==> src/rtl/pipeline_hazard_ctrl.sv <==
// Stall/flush sequencer for the 5-stage RV32I pipeline: arbitrates memory waits,
// EX redirects and load-use hazards, and keeps saturating stall/flush counters.
module pipeline_hazard_ctrl #(
    parameter int CNT_W = 32
) (
    input  logic             clk,
    input  logic             rst,
    input  logic             i_req,
    input  logic             imem_resp,
    input  logic             dmem_req,
    input  logic             dmem_resp,
    input  logic [4:0]       id_rs1,
    input  logic [4:0]       id_rs2,
    input  logic [4:0]       ex_rd,
    input  logic             ex_mem_read,
    input  logic             ex_redirect,
    output logic             pc_load,
    output logic             pc_redirect,
    output logic             if_id_load,
    output logic             id_ex_load,
    output logic             ex_mem_load,
    output logic             mem_wb_load,
    output logic             if_id_flush,
    output logic             id_ex_flush,
    output logic             i_hold,
    output logic             d_hold,
    output logic [CNT_W-1:0] stall_cycles,
    output logic [CNT_W-1:0] flush_count
);

    logic             i_done_q, i_done_d;
    logic             d_done_q, d_done_d;
    logic [CNT_W-1:0] stall_q, stall_d;
    logic [CNT_W-1:0] flush_q, flush_d;

    logic i_ok, d_ok, mem_stall, lu_hazard, redirect_take;

    function automatic logic [CNT_W-1:0] sat_inc(input logic [CNT_W-1:0] v);
        return (&v) ? v : v + CNT_W'(1);
    endfunction

    assign i_ok      = ~i_req | imem_resp | i_done_q;
    assign d_ok      = ~dmem_req | dmem_resp | d_done_q;
    assign mem_stall = ~(i_ok & d_ok);
    assign lu_hazard = ex_mem_read & (ex_rd != 5'd0) & ((ex_rd == id_rs1) | (ex_rd == id_rs2));

    // A redirect only applies on an advancing cycle; while frozen EX keeps it asserted.
    assign redirect_take = ~rst & ~mem_stall & ex_redirect;

    always_comb begin
        pc_load     = 1'b0;
        pc_redirect = 1'b0;
        if_id_load  = 1'b0;
        id_ex_load  = 1'b0;
        ex_mem_load = 1'b0;
        mem_wb_load = 1'b0;
        if_id_flush = 1'b0;
        id_ex_flush = 1'b0;
        if (!rst && !mem_stall) begin
            if (ex_redirect) begin
                pc_load     = 1'b1;
                pc_redirect = 1'b1;
                if_id_load  = 1'b1;
                id_ex_load  = 1'b1;
                ex_mem_load = 1'b1;
                mem_wb_load = 1'b1;
                if_id_flush = 1'b1;
                id_ex_flush = 1'b1;
            end else if (lu_hazard) begin
                id_ex_load  = 1'b1;
                id_ex_flush = 1'b1;
                ex_mem_load = 1'b1;
                mem_wb_load = 1'b1;
            end else begin
                pc_load     = 1'b1;
                if_id_load  = 1'b1;
                id_ex_load  = 1'b1;
                ex_mem_load = 1'b1;
                mem_wb_load = 1'b1;
            end
        end
    end

    always_comb begin
        i_done_d = 1'b0;
        d_done_d = 1'b0;
        if (mem_stall) begin
            i_done_d = i_done_q | (i_req & imem_resp);
            d_done_d = d_done_q | (dmem_req & dmem_resp);
        end
        stall_d = pc_load ? stall_q : sat_inc(stall_q);
        flush_d = redirect_take ? sat_inc(flush_q) : flush_q;
    end

    always_ff @(posedge clk) begin
        if (rst) begin
            i_done_q <= 1'b0;
            d_done_q <= 1'b0;
            stall_q  <= '0;
            flush_q  <= '0;
        end else begin
            i_done_q <= i_done_d;
            d_done_q <= d_done_d;
            stall_q  <= stall_d;
            flush_q  <= flush_d;
        end
    end

    assign i_hold       = i_done_q & ~rst;
    assign d_hold       = d_done_q & ~rst;
    assign stall_cycles = stall_q;
    assign flush_count  = flush_q;

endmodule

==> config.mk <==
export PLATFORM = sky130hd
export DESIGN_NAME = pipeline_hazard_ctrl
export DESIGN_NICKNAME = d
export VERILOG_FILES = /design/src/rtl/pipeline_hazard_ctrl.sv
export SDC_FILE = /design/constraint.sdc
export NUM_CORES = 1
export LEC_CHECK = 0
export CORE_UTILIZATION = 45
export DETAILED_ROUTE_END_ITERATION = 7
export PLACE_DENSITY = 0.82
export SYNTH_ARGS = -nofsm -noshare
export SYNTH_HDL_FRONTEND = slang
export SYNTH_SLANG_ARGS = --single-unit
==> constraint.sdc <==
create_clock -name clk -period 2.7 [get_ports clk]
set_input_delay 0.54 -clock clk [delete_from_list [all_inputs] [get_ports clk]]
set_output_delay 0.54 -clock clk [all_outputs]
set_load 0.01 [all_outputs]
* Word level (Yosys, flattened, before mapping) *
Index checks and enable logic that the tools add are counted.

operators by class
  equal/unequal tests = 2
  bitwise gates (word level) = 22
  reductions and logical operators = 8
  muxes and demuxes = 9
  add/sub/neg operators = 2

operator list
  cell                                           count
  adder 32 x 1 -> 32 bit, second input constant  2
  AND reduction 32 bit                           2
  == test 5 bit                                  2
  bitwise AND 1 bit                              9
  2-to-1 mux 1 bit                               9
  OR 1 bit                                       7
  NOT 1 bit                                      6
  nonzero test 5 bit                             1
  AND reduction 2 bit                            2
  OR reduction 2 bit                             1
  logical AND 1 bit                              1
  logical NOT 1 bit                              1

storage, ports and cells
  logic and storage cells = 47
  output and inout bits = 74
  input port bits = 23
  flip-flop bits (word level) = 66

* Longest topological paths before layout *
Gate-level depths: netlist (run 1).

  word-level depth = 8
  gate-level depth with buffers = 8
  gate-level depth less buffers = 6

* Worst setup path after synthesis (run 1) *
No wires, ideal clock.

  path type = input -> output
  start point = input ex_rd[1]
  end point = output pc_load
  path buffers = 3
  arrival time = 1942 ps
  path slack = 218 ps
  required time = 2160 ps
  cell stages on the path = 6
  cell sequence = or4_1 > o21ai_0 > o31a_1 > buf_6 > buf_2 > buf_4

on the way
  longest elaborated chain between the ends = 6

ends and longest elaborated chain
  element                                                     RTL line  text
  start, declared                                             14        input logic [4:0] ex_rd,
  == test 5 bit / nonzero test 5 bit (equally long branches)  45        assign lu_hazard = ex_mem_read & (ex_rd != 5'd0) & ((ex_rd == id_rs1) | (ex_rd == id_rs2));
  OR 1 bit / bitwise AND 1 bit (equally long branches)        45
  bitwise AND 1 bit (*)                                       45
  2-to-1 mux 1 bit (*) (3 in a row)                           n/a
  end, declared                                               17        output logic pc_load,

Every way passes the cells marked *; elsewhere a longest branch is shown, timed or not.

* Final worst setup path (run 1) *
  start point = input dmem_resp
  end point = output id_ex_load

on the way
  longest elaborated chain between the ends = 5

ends and longest elaborated chain
  element                RTL line  text
  start, declared        11        input logic dmem_resp,
  OR 1 bit (2 in a row)  43        assign d_ok = ~dmem_req | dmem_resp | d_done_q;
  bitwise AND 1 bit      44        assign mem_stall = ~(i_ok & d_ok);
  logical AND 1 bit      59        if (!rst && !mem_stall) begin
  2-to-1 mux 1 bit       59
  end, declared          20        output logic id_ex_load,

Every way passes these cells.

==> results of run 1 <==
## cell usage in the layout (no fill, tap or decap), drive strengths merged, types with 12 or more instances in the layout
cell type / instances
a21oi: 29
and3: 12
buf: 29
clkdlybuf4s50: 86
dfxtp: 66
nand2: 23
nand3: 26
nand4: 22
nor2: 44
nor3: 13
o31ai: 21
or4: 25
xor2: 26
## per-layer routing
layer	GRT usage (%)	part of all wire (%)	wire, um
met5	0	0	0
met4	8.995	2.6	239
met2	38.51	50	4568
met1	25.86	42	3902
met3	4.798	5.2	481
## path summary, 6_finish.rpt
path                            cells after the start                to              from
worst max-delay path                                6        id_ex_load         dmem_resp
worst min register to register                      2  stall_cycles[28]  stall_cycles[28]
worst min-delay path                                2  stall_cycles[28]  stall_cycles[28]
worst max register to register                      6  stall_cycles[28]   stall_cycles[6]
## power groups by stage
stage | Combinational (W) | Clock, W | Sequential [W]
2_1_floorplan | 0.0000922 | 0 | 0.00101
3_3_place_gp | 0.000175 | 0 | 0.00101
3_5_place_dp | 0.000180 | 0 | 0.00101
4_1_cts | 0.000183 | 0.000774 | 0.000988
5_1_grt | 0.000204 | 0.000811 | 0.000990
6_report | 0.000188 | 0.000755 | 0.000989
## worst register-to-register path, delay by kind of cell (launching register included)
kind	cells	cell delay (ns)
compound gates	2	0.31
flops	1	0.44
simple gates	4	1.38
## sequential cells by signal (all words and copies together) (netlist names)
register      flops
flush_count      32
i_done_q          1
stall_cycles     32
d_done_q          1
## what timing repair did
item / 4_1_cts / 5_1_grt
hold buffers: 0 / 0
pin swaps: 5 / 4
buffers inserted: 2 / 0
gates resized for setup: 17 / 12
endpoints found under the setup margin: 8 / 12
## kinds of logic after synthesis
| kind of cell | count (synthesis) | share of synthesized area [%] |
|---|---|---|
| buf+inv | 37 | 5.520 |
| xor+xnor | 33 | 8.122 |
| fa+ha+maj | 2 | 0.7031 |
| simple gates | 209 | 33.12 |
| flops | 66 | 37.13 |
| compound gates | 69 | 12.27 |
| mux | 10 | 3.129 |
## through the flow
step,hold slack (ns),setup TNS (ns),cells
floorplan,0.4915,0,426
global placement,0.4749,-6.294,621
detailed placement,0.4857,-8.683,621
CTS,0.4984,0,639
global route,0.5154,0,639
finish,0.4975,0,639
## final cells by class
cell class                      count  share of cell area [%]
Clock inverter                      7                   1.098
Timing Repair Buffer              122                   23.40
Tap cell                          102                   2.605
Clock buffer                        9                   2.529
Inverter                           10                  0.7663
Sequential cell                    66                   26.97
Multi-Input combinational cell    323                   42.63
==> summary.txt, run 1 <==
Outcome
  – Status: complete, no violations

Global routing
  – GRT overflow: 0
  – Vias in the first global route: 3,299
  – Global Route Usage Sum: 21.98%
  – Pin count of the biggest net entering global routing: 41
  – Global-route wire length before repair: 15,000 um
  – Initial antenna violation count: 0

Synthesis
  – Post-synth EDFFs: 0
  – Netlist cell types: 45
  – Cells after synthesis: 426
  – Top cells by count, synth: dfxtp_1, nor2_1, a21oi_1
  – Mapped Nets: 451
  – Synthesized area: 3558 sq um
  – Yosys top cell by area: dfxtp_1
  – Ys async rst share: 0%
  – Avg Synthesized Cell Area: between 8 and 9 sq um
  – Count leader, synth: dfxtp_1
  – Sequential element share of the synthesized area: 37.13%
  – Synth top area cells: dfxtp_1, xor2_1, or4_1, nor2_1, o31ai_1
  – Most used DFF post-synth: dfxtp_1
  – Synth Register Bits: 66
  – Total number of yosys warnings: 0
  – Area share of the largest cell type after synthesis: between 30% and 40%

Drt
  – Post-DRT Antenna Nets: 0
  – Final WL: 9191 um
  – DR DRC count: 0
  – Pre-Repair DR Iteration Count: 4
  – Drt wl/cell: 14.38 um
  – Routed vias/inst: roughly 5.6
  – DRT iter0 DRCs: about 150
  – Via count: 3,606

Layout
  – Area grow syn2layout: 37.66%
  – Diodes inserted: 0
  – Area of the multi-input gates: about 2100 sq um
  – Fraction of layout cells with a size suffix above 1: 12.85%
  – Reg area: 1321 sq um
  – Filler Cell Count: 671
  – Final Core Density: 63.72%
  – Design area: 4898 sq um
  – Nets: 557

CTS
  – Clk sink count: 66
  – Worst-Skew Late Latency: 0.35 ns
  – Htree depth: 3
  – Clock-pin slew on the worst setup and hold paths: approximately 0.08 ns
  – Clock buffer depth: 2
  – Root buffer cell: clkbuf_8
  – TritonCTS Buffers: 9
  – CTS tree: done

Power and ir drop
  – Comb power frac: 9.7%
  – Switching power: 0.0005207 W
  – Reg power frac: 51.2%
  – Pleak: 1.739 nW
  – Clock share of power: just under 40%
  – VDD IR max: 206.9 uV
  – Switch share: 26.96%
  – Tot Pwr: around 0.0019 W
  – Internal: 0.001411 W
  – Power Density: 394.4 nW/um^2

Setup path
  – CP most frequent cell: clkdlybuf4s50_1
  – Critical path class: in2out
  – Crit path max fanout: 4
  – Worst path slowest cell: clkdlybuf4s50_1
  – Critical Path RT: 2.16 ns
  – CP Capture Type: primary output
  – Arr. time, crit path: about 2.1 ns
  – Worst path bufs/invs: 3
  – Setup crit start kind: input port
  – Internal reg-to-reg setup slack: around 0.51 ns
  – Max incr delay on CP: 0.47 ns
  – Worst path cell trace: clkdlybuf4s50_1 -> nor3b_4 -> a21oi_2 -> and2_1 -> buf_4 -> clkdlybuf4s50_1
  – CP delay by family, top: buffers and inverters

STA
  – Slew headroom: between 60 and 70%
  – Max-slew violations: 0
  – Final Hold Fails: 0
  – Post-route clock period utilization: 98.21%
  – Final worst slack: slightly below 0.05 ns
  – Worst-margin pin slew: 0.5112 ns
  – RSZ-0062 raised after global routing: no
  – Setup Skew: 0.009612 ns
  – Final setup vio count: 0
  – Min Clock Period, post-route: 2.652 ns
  – Fmax: between 300 and 400 MHz

Worst hold path
  – Hold Crit Class: reg2reg

Floorplanning
  – Die footprint: 8267 sq um
  – Rows: 32
  – I/O Pins: 97
  – Core region area: roughly 7700 sq um
  – Starting Density: a little under half
  – Die width: between 90 and 100 um
  – Die Height: 90.93 um

Place
  – GP Congestion: 0.8319
  – Pre-CTS setup slack: -0.3954 ns
  – Placed Area: 4664 sq um
  – Port buffer count: 96
  – Post-DP HPWL: 6440 um

Job
  – Maxcap violations: 0
(Power assumes the default switching activity.)
==> run 2, diff against run 1 <==
--- a/config.mk
+++ b/config.mk
@@ -5,6 +5,7 @@
 export SDC_FILE = /design/constraint.sdc
 export NUM_CORES = 1
 export LEC_CHECK = 0
+export CORE_ASPECT_RATIO = 0.7
 export CORE_UTILIZATION = 45
 export DETAILED_ROUTE_END_ITERATION = 7
 export PLACE_DENSITY = 0.82
==> run 2 against run 1 <==
Non-clock buffer count rose by 1; combinational power rose by 8%; core utilization rose by 5.4 points; fmax barely moved; hold slack got worse by 0.0056 ns; largest cell class unchanged; largest power group is now the clock network.
==> summary.txt, run 2 (synthesis gave the netlist of run 1 again) <==
Layout
  – Diodes inserted: 0
  – Filler Cell Count: just over 600
  – Area grow syn2layout: 45.36%
  – Commonest non-fill, non-tap cells in the layout: clkdlybuf4s50_1, dfxtp_1, nor2_1
  – Finished Layout Cells: between 600 and 700
  – Nets: 558
  – Fraction of layout cells with a size suffix above 1: 15.06%
  – Most common cell after layout, fill and taps aside: clkdlybuf4s50_1
  – Design area: just over 5000 sq um

Power and ir drop
  – Tot Pwr: 0.002466 W
  – Pleak: 1.839 nW
  – Power Density: 476.8 nW/um^2
  – VDD IR max: 267.3 uV

Drt
  – DR DRC count: 0
  – Via count: 3,658
  – Post-DRT Antenna Nets: 0
  – Final WL: 10,150 um
  – Pre-Repair DR Iteration Count: 5
  – DRT iter0 DRCs: 195
  – Drt wl/cell: 15.95 um
  – Routed vias/inst: ~5.8

Setup path
  – R2R cell count: 6
  – Crit path max fanout: 4
  – Critical Path RT: approximately 2.2 ns
  – CP Capture Type: primary output
  – FF-to-FF Start: stall_cycles[18]
  – Arr. time, crit path: 2.11 ns
  – Internal reg-to-reg setup slack: 0.36 ns
  – Critical path class: in2out
  – Setup crit start kind: input port
  – Reg-to-Reg End: stall_cycles[17]
  – Launch point of the worst path: imem_resp

STA
  – RSZ-0062 raised after global routing: no
  – Final worst slack: 0.04998 ns
  – Worst-margin pin slew: 0.4899 ns
  – Fmax: 377.4 MHz
  – Slew headroom: between 60 and 70%
  – Setup Skew: 0.009427 ns
  – Post-route clock period utilization: 98.15%
  – Max-slew violations: 0
  – Final setup vio count: 0
  – Min Clock Period, post-route: 2.650 ns
  – Final Hold Fails: 0
  – Final hold slack: between 0.4 and 0.5 ns

Place
  – Pre-CTS setup slack: -0.4625 ns
  – Placed Area: 4659 sq um
  – GP Congestion: 0.8565
  – Placed cell count: 617
  – Post-DP HPWL: 6951 um
  – Port buffer count: 96

Floorplanning
  – Die footprint: 8273 sq um
  – Die Height: 76.40 um
  – I/O Pins: 97
  – Starting Density: around 48%
  – Core region area: 7482 sq um
  – Rows: 26
  – Die width: between 100 and 150 um

CTS
  – Htree depth: 3
  – TritonCTS Buffers: 9
  – Clock buffer depth: 2
  – Clk sink count: 66
  – Clock-pin slew on the worst setup and hold paths: 0.06 ns
  – Root buffer cell: clkbuf_16
  – CTS tree: done
  – Worst-Skew Late Latency: roughly 0.32 ns

Global routing
  – Vias in the first global route: 3,347
  – GRT overflow: 0
  – Global Route Usage Sum: 24.54%
  – Global-route wire length before repair: 16,130 um
  – Initial antenna violation count: 0
  – Pin count of the biggest net entering global routing: between 40 and 50

Outcome
  – Status: complete, no violations

Job
  – Maxcap violations: 0

Worst hold path
  – Hold-critical path depth: 2
  – Hold endpoint: flush_count[5]
  – Hold Crit Class: reg2reg
  – Min-delay src: flush_count[5]
==> run 2: cell types whose count changed in the layout (fill, tap and decap cells not counted), sizes merged <==
cell           previous run  this run
buf                      29        31
bufinv                    0         2
clkdlybuf4s50            86        84
clkinvlp                  3         1
dlygate4sd2               4         6
inv                      11        10
==> run 2: worst max-delay path by stage <==
| stage | cells after the start | to |
|---|---|---|
| 2_1_floorplan | 6 | pc_load |
| 3_3_place_gp | 5 | if_id_load |
| 3_5_place_dp | 5 | pc_load |
| 4_1_cts | 11 | stall_cycles[20] |
| 5_1_grt | 6 | ex_mem_load |
| 6_report | 6 | ex_mem_load |
==> run 2: cell type report <==
cell class	instances	area, sq um	area share (%)
Multi-Input combinational cell	323	2201	42.55
Sequential cell	66	1321	25.54
Tap cell	98	122.6	2.371
Inverter	10	37.54	0.7257
Clock buffer	10	239.0	4.620
Timing Repair Buffer	123	1161	22.45
Clock inverter	6	90.09	1.742
==> run 2: metal layers <==
layer  GRT usage [%]  up-vias  part of all wire [%]
li1                -     1787                     -
met1           32.45     1752                    45
met2           39.24      107                    48
met3           5.218       12                   5.5
met4           8.784        0                   1.5
met5               0        -                     0
==> run 2: worst max-delay path, stage by stage <==
cell	delay [ns]
clkdlybuf4s50_1	0.49
nor2_1	0.09
a21oi_2	0.17
and2_4	0.17
buf_4	0.12
clkdlybuf4s50_1	0.53
==> run 2: metrics by stage <==
stage,util (%),setup TNS (ns)
5_1_grt,69.13,0
6_report,69.13,0
4_1_cts,68.61,0
3_5_place_dp,62.27,-9.516
3_3_place_gp,62.27,-7.331
2_1_floorplan,-,0
==> run 2: report_power, final <==
group	internal, W	switching (W)
combinational	0.000100	0.000102
sequential	0.000981	0.00000951
clock	0.000835	0.000438
==> run 2: what timing repair did <==
action / 4_1_cts / 5_1_grt
setup buffers: 3 / 0
setup endpoints to repair: 9 / 30
resized for setup: 45 / 11
hold buffers: 0 / 0
pin swaps: 9 / 11
==> run 3, diff against run 2 <==
--- a/config.mk
+++ b/config.mk
@@ -9,6 +9,7 @@
 export CORE_UTILIZATION = 45
 export DETAILED_ROUTE_END_ITERATION = 7
 export PLACE_DENSITY = 0.82
+export SETUP_SLACK_MARGIN = 0.5
 export SYNTH_ARGS = -nofsm -noshare
 export SYNTH_HDL_FRONTEND = slang
 export SYNTH_SLANG_ARGS = --single-unit
==> run 3 against run 2 <==
Fmax up 14%; clock power fell by 18%; critical path depth rose by 4; worst setup slack gained 0.33 ns; largest cell class unchanged.
==> summary.txt, run 3 (synthesis gave the netlist of run 1 again) <==
STA
  – Worst-margin pin slew: between 0.5 and 0.6 ns
  – Min Clock Period, post-route: 2.318 ns
  – RSZ-0062 raised after global routing: yes
  – Fmax: 431.5 MHz
  – Slew headroom: 60.17%
  – Setup Skew: 0.007634 ns
  – Final setup vio count: 0
  – Final Hold Fails: 0
  – Final worst slack: 0.3823 ns
  – Max-slew violations: 0
  – Post-route clock period utilization: a little under nine tenths

Drt
  – Post-DRT Antenna Nets: 0
  – Routed vias/inst: 5.761
  – DR DRC count: 0
  – Drt wl/cell: 15.83 um
  – Pre-Repair DR Iteration Count: 5
  – DRT iter0 DRCs: 259
  – Final WL: 10,150 um
  – Via count: ~3,700

Worst hold path
  – Min-delay src: stall_cycles[4]
  – Hold Crit Class: reg2reg

CTS
  – Clk sink count: 66
  – Worst-Skew Late Latency: between 0.3 and 0.4 ns
  – Htree depth: 3
  – TritonCTS Buffers: 9
  – Root buffer cell: clkbuf_16
  – Clock-pin slew on the worst setup and hold paths: ~0.05 ns
  – Clock buffer depth: 2
  – CTS tree: done
  – Hold-fix buffers, CTS: 0

Place
  – Pre-CTS setup slack: -0.3670 ns
  – Port buffer count: 96
  – Post-DP HPWL: 6715 um
  – Placed Area: around 4700 sq um
  – GP Congestion: 0.8371

Floorplanning
  – Die width: 108.3 um
  – Core region area: 7482 sq um
  – Starting Density: 47.56%
  – Die footprint: 8273 sq um
  – I/O Pins: 97
  – Die Height: approximately 76 um
  – Rows: 26

Power and ir drop
  – VDD IR max: 279.3 uV
  – Tot Pwr: 0.002236 W
  – Pleak: 1.863 nW
  – Power Density: 428.5 nW/um^2

Setup path
  – Critical path class: in2reg
  – FF-to-FF Start: stall_cycles[2]
  – CP Capture Type: register
  – Crit path max fanout: 19
  – Critical Path RT: 2.91 ns
  – Launch point of the worst path: ex_rd[1]
  – Setup crit start kind: input port
  – Arr. time, crit path: 2.53 ns

Global routing
  – Initial antenna violation count: 0
  – Global-route wire length before repair: 15,990 um
  – GRT overflow: 0
  – Vias in the first global route: 3,328
  – Pin count of the biggest net entering global routing: 56
  – Global Route Usage Sum: 24.21%

Layout
  – Fraction of layout cells with a size suffix above 1: 20.63%
  – Nets: 565
  – Area grow syn2layout: 46.62%
  – Filler Cell Count: 601
  – Area of the multi-input gates: roughly 2300 sq um
  – Diodes inserted: 0
  – Design area: approximately 5200 sq um
  – Commonest non-fill, non-tap cells in the layout: clkdlybuf4s50_1, dfxtp_1, nor2_1
  – Most common cell after layout, fill and taps aside: clkdlybuf4s50_1
  – Reg area: approximately 1300 sq um

Job
  – Maxcap violations: 0

Outcome
  – Status: complete, no violations
==> run 3: cell types whose count changed in the layout (fill, tap and decap cells not counted), moves of 5 or more <==
cell	change
buf_6	+15
dlygate4sd2_1	-5
clkdlybuf4s50_1	-17
clkdlybuf4s15_1	+7
==> run 3: power breakdown <==
| part | switching, W | internal, W | total, W |
|---|---|---|---|
| Combinational | 0.000105 | 0.000100 | 0.000206 |
| Sequential | 0.00000970 | 0.000981 | 0.000991 |
| Clock | 0.000406 | 0.000632 | 0.00104 |
==> run 3: cell type report <==
cell class,instances,area share [%]
Timing Repair Buffer,130,23.29
Clock inverter,3,0.3357
Tap cell,98,2.350
Multi-Input combinational cell,323,43.29
Sequential cell,66,25.37
Inverter,10,0.7194
Clock buffer,11,4.652
==> run 3: final timing paths <==
path / to / slack, ns / cells past startpoint
worst max-delay path: stall_cycles[16] / 0.38 / 10
worst min-delay path: stall_cycles[4] / 0.50 / 2
worst max register to register: stall_cycles[27] / 0.55 / 6
worst min register to register: stall_cycles[4] / 0.50 / 2
==> run 3: through the flow <==
step	std cells	hold slack [ns]	setup TNS [ns]	util [%]
after global routing	641	0.5194	0	69.73
after global placement	617	0.4758	-7.311	62.27
after CTS	639	0.4963	0	68.16
after floorplan	426	0.4915	0	-
after detailed placement	617	0.4872	-9.142	62.27
final	641	0.5015	0	69.73
==> run 3: what timing repair did <==
action / CTS / global route
endpoints found under the setup margin: 64 / 54
gates resized for setup: 120 / 30
pin swaps: 21 / 13
gates cloned: 0 / 0
buffers inserted: 8 / 2
==> run 3: layer usage <==
| layer | wire, um | vias up | share of wire (%) | GRT usage (%) |
|---|---|---|---|---|
| met2 | 4616 | 152 | 45 | 37.20 |
| met4 | 208 | 0 | 2.1 | 6.892 |
| met3 | 651 | 20 | 6.4 | 5.817 |
| met1 | 4669 | 1723 | 46 | 33.54 |
| li1 | - | 1798 | - | - |
| met5 | 0 | - | 0 | 0 |
==> run 3: critical path, stage by stage <==
cell and delay [ns]:
buf_6 0.09, buf_6 0.11, xor2_1 0.14, nor2_1 0.13, a22oi_2 0.10, o31a_2 0.36, buf_6 0.15, buf_4 0.21
nor4_4 0.32, mux2_2 0.37
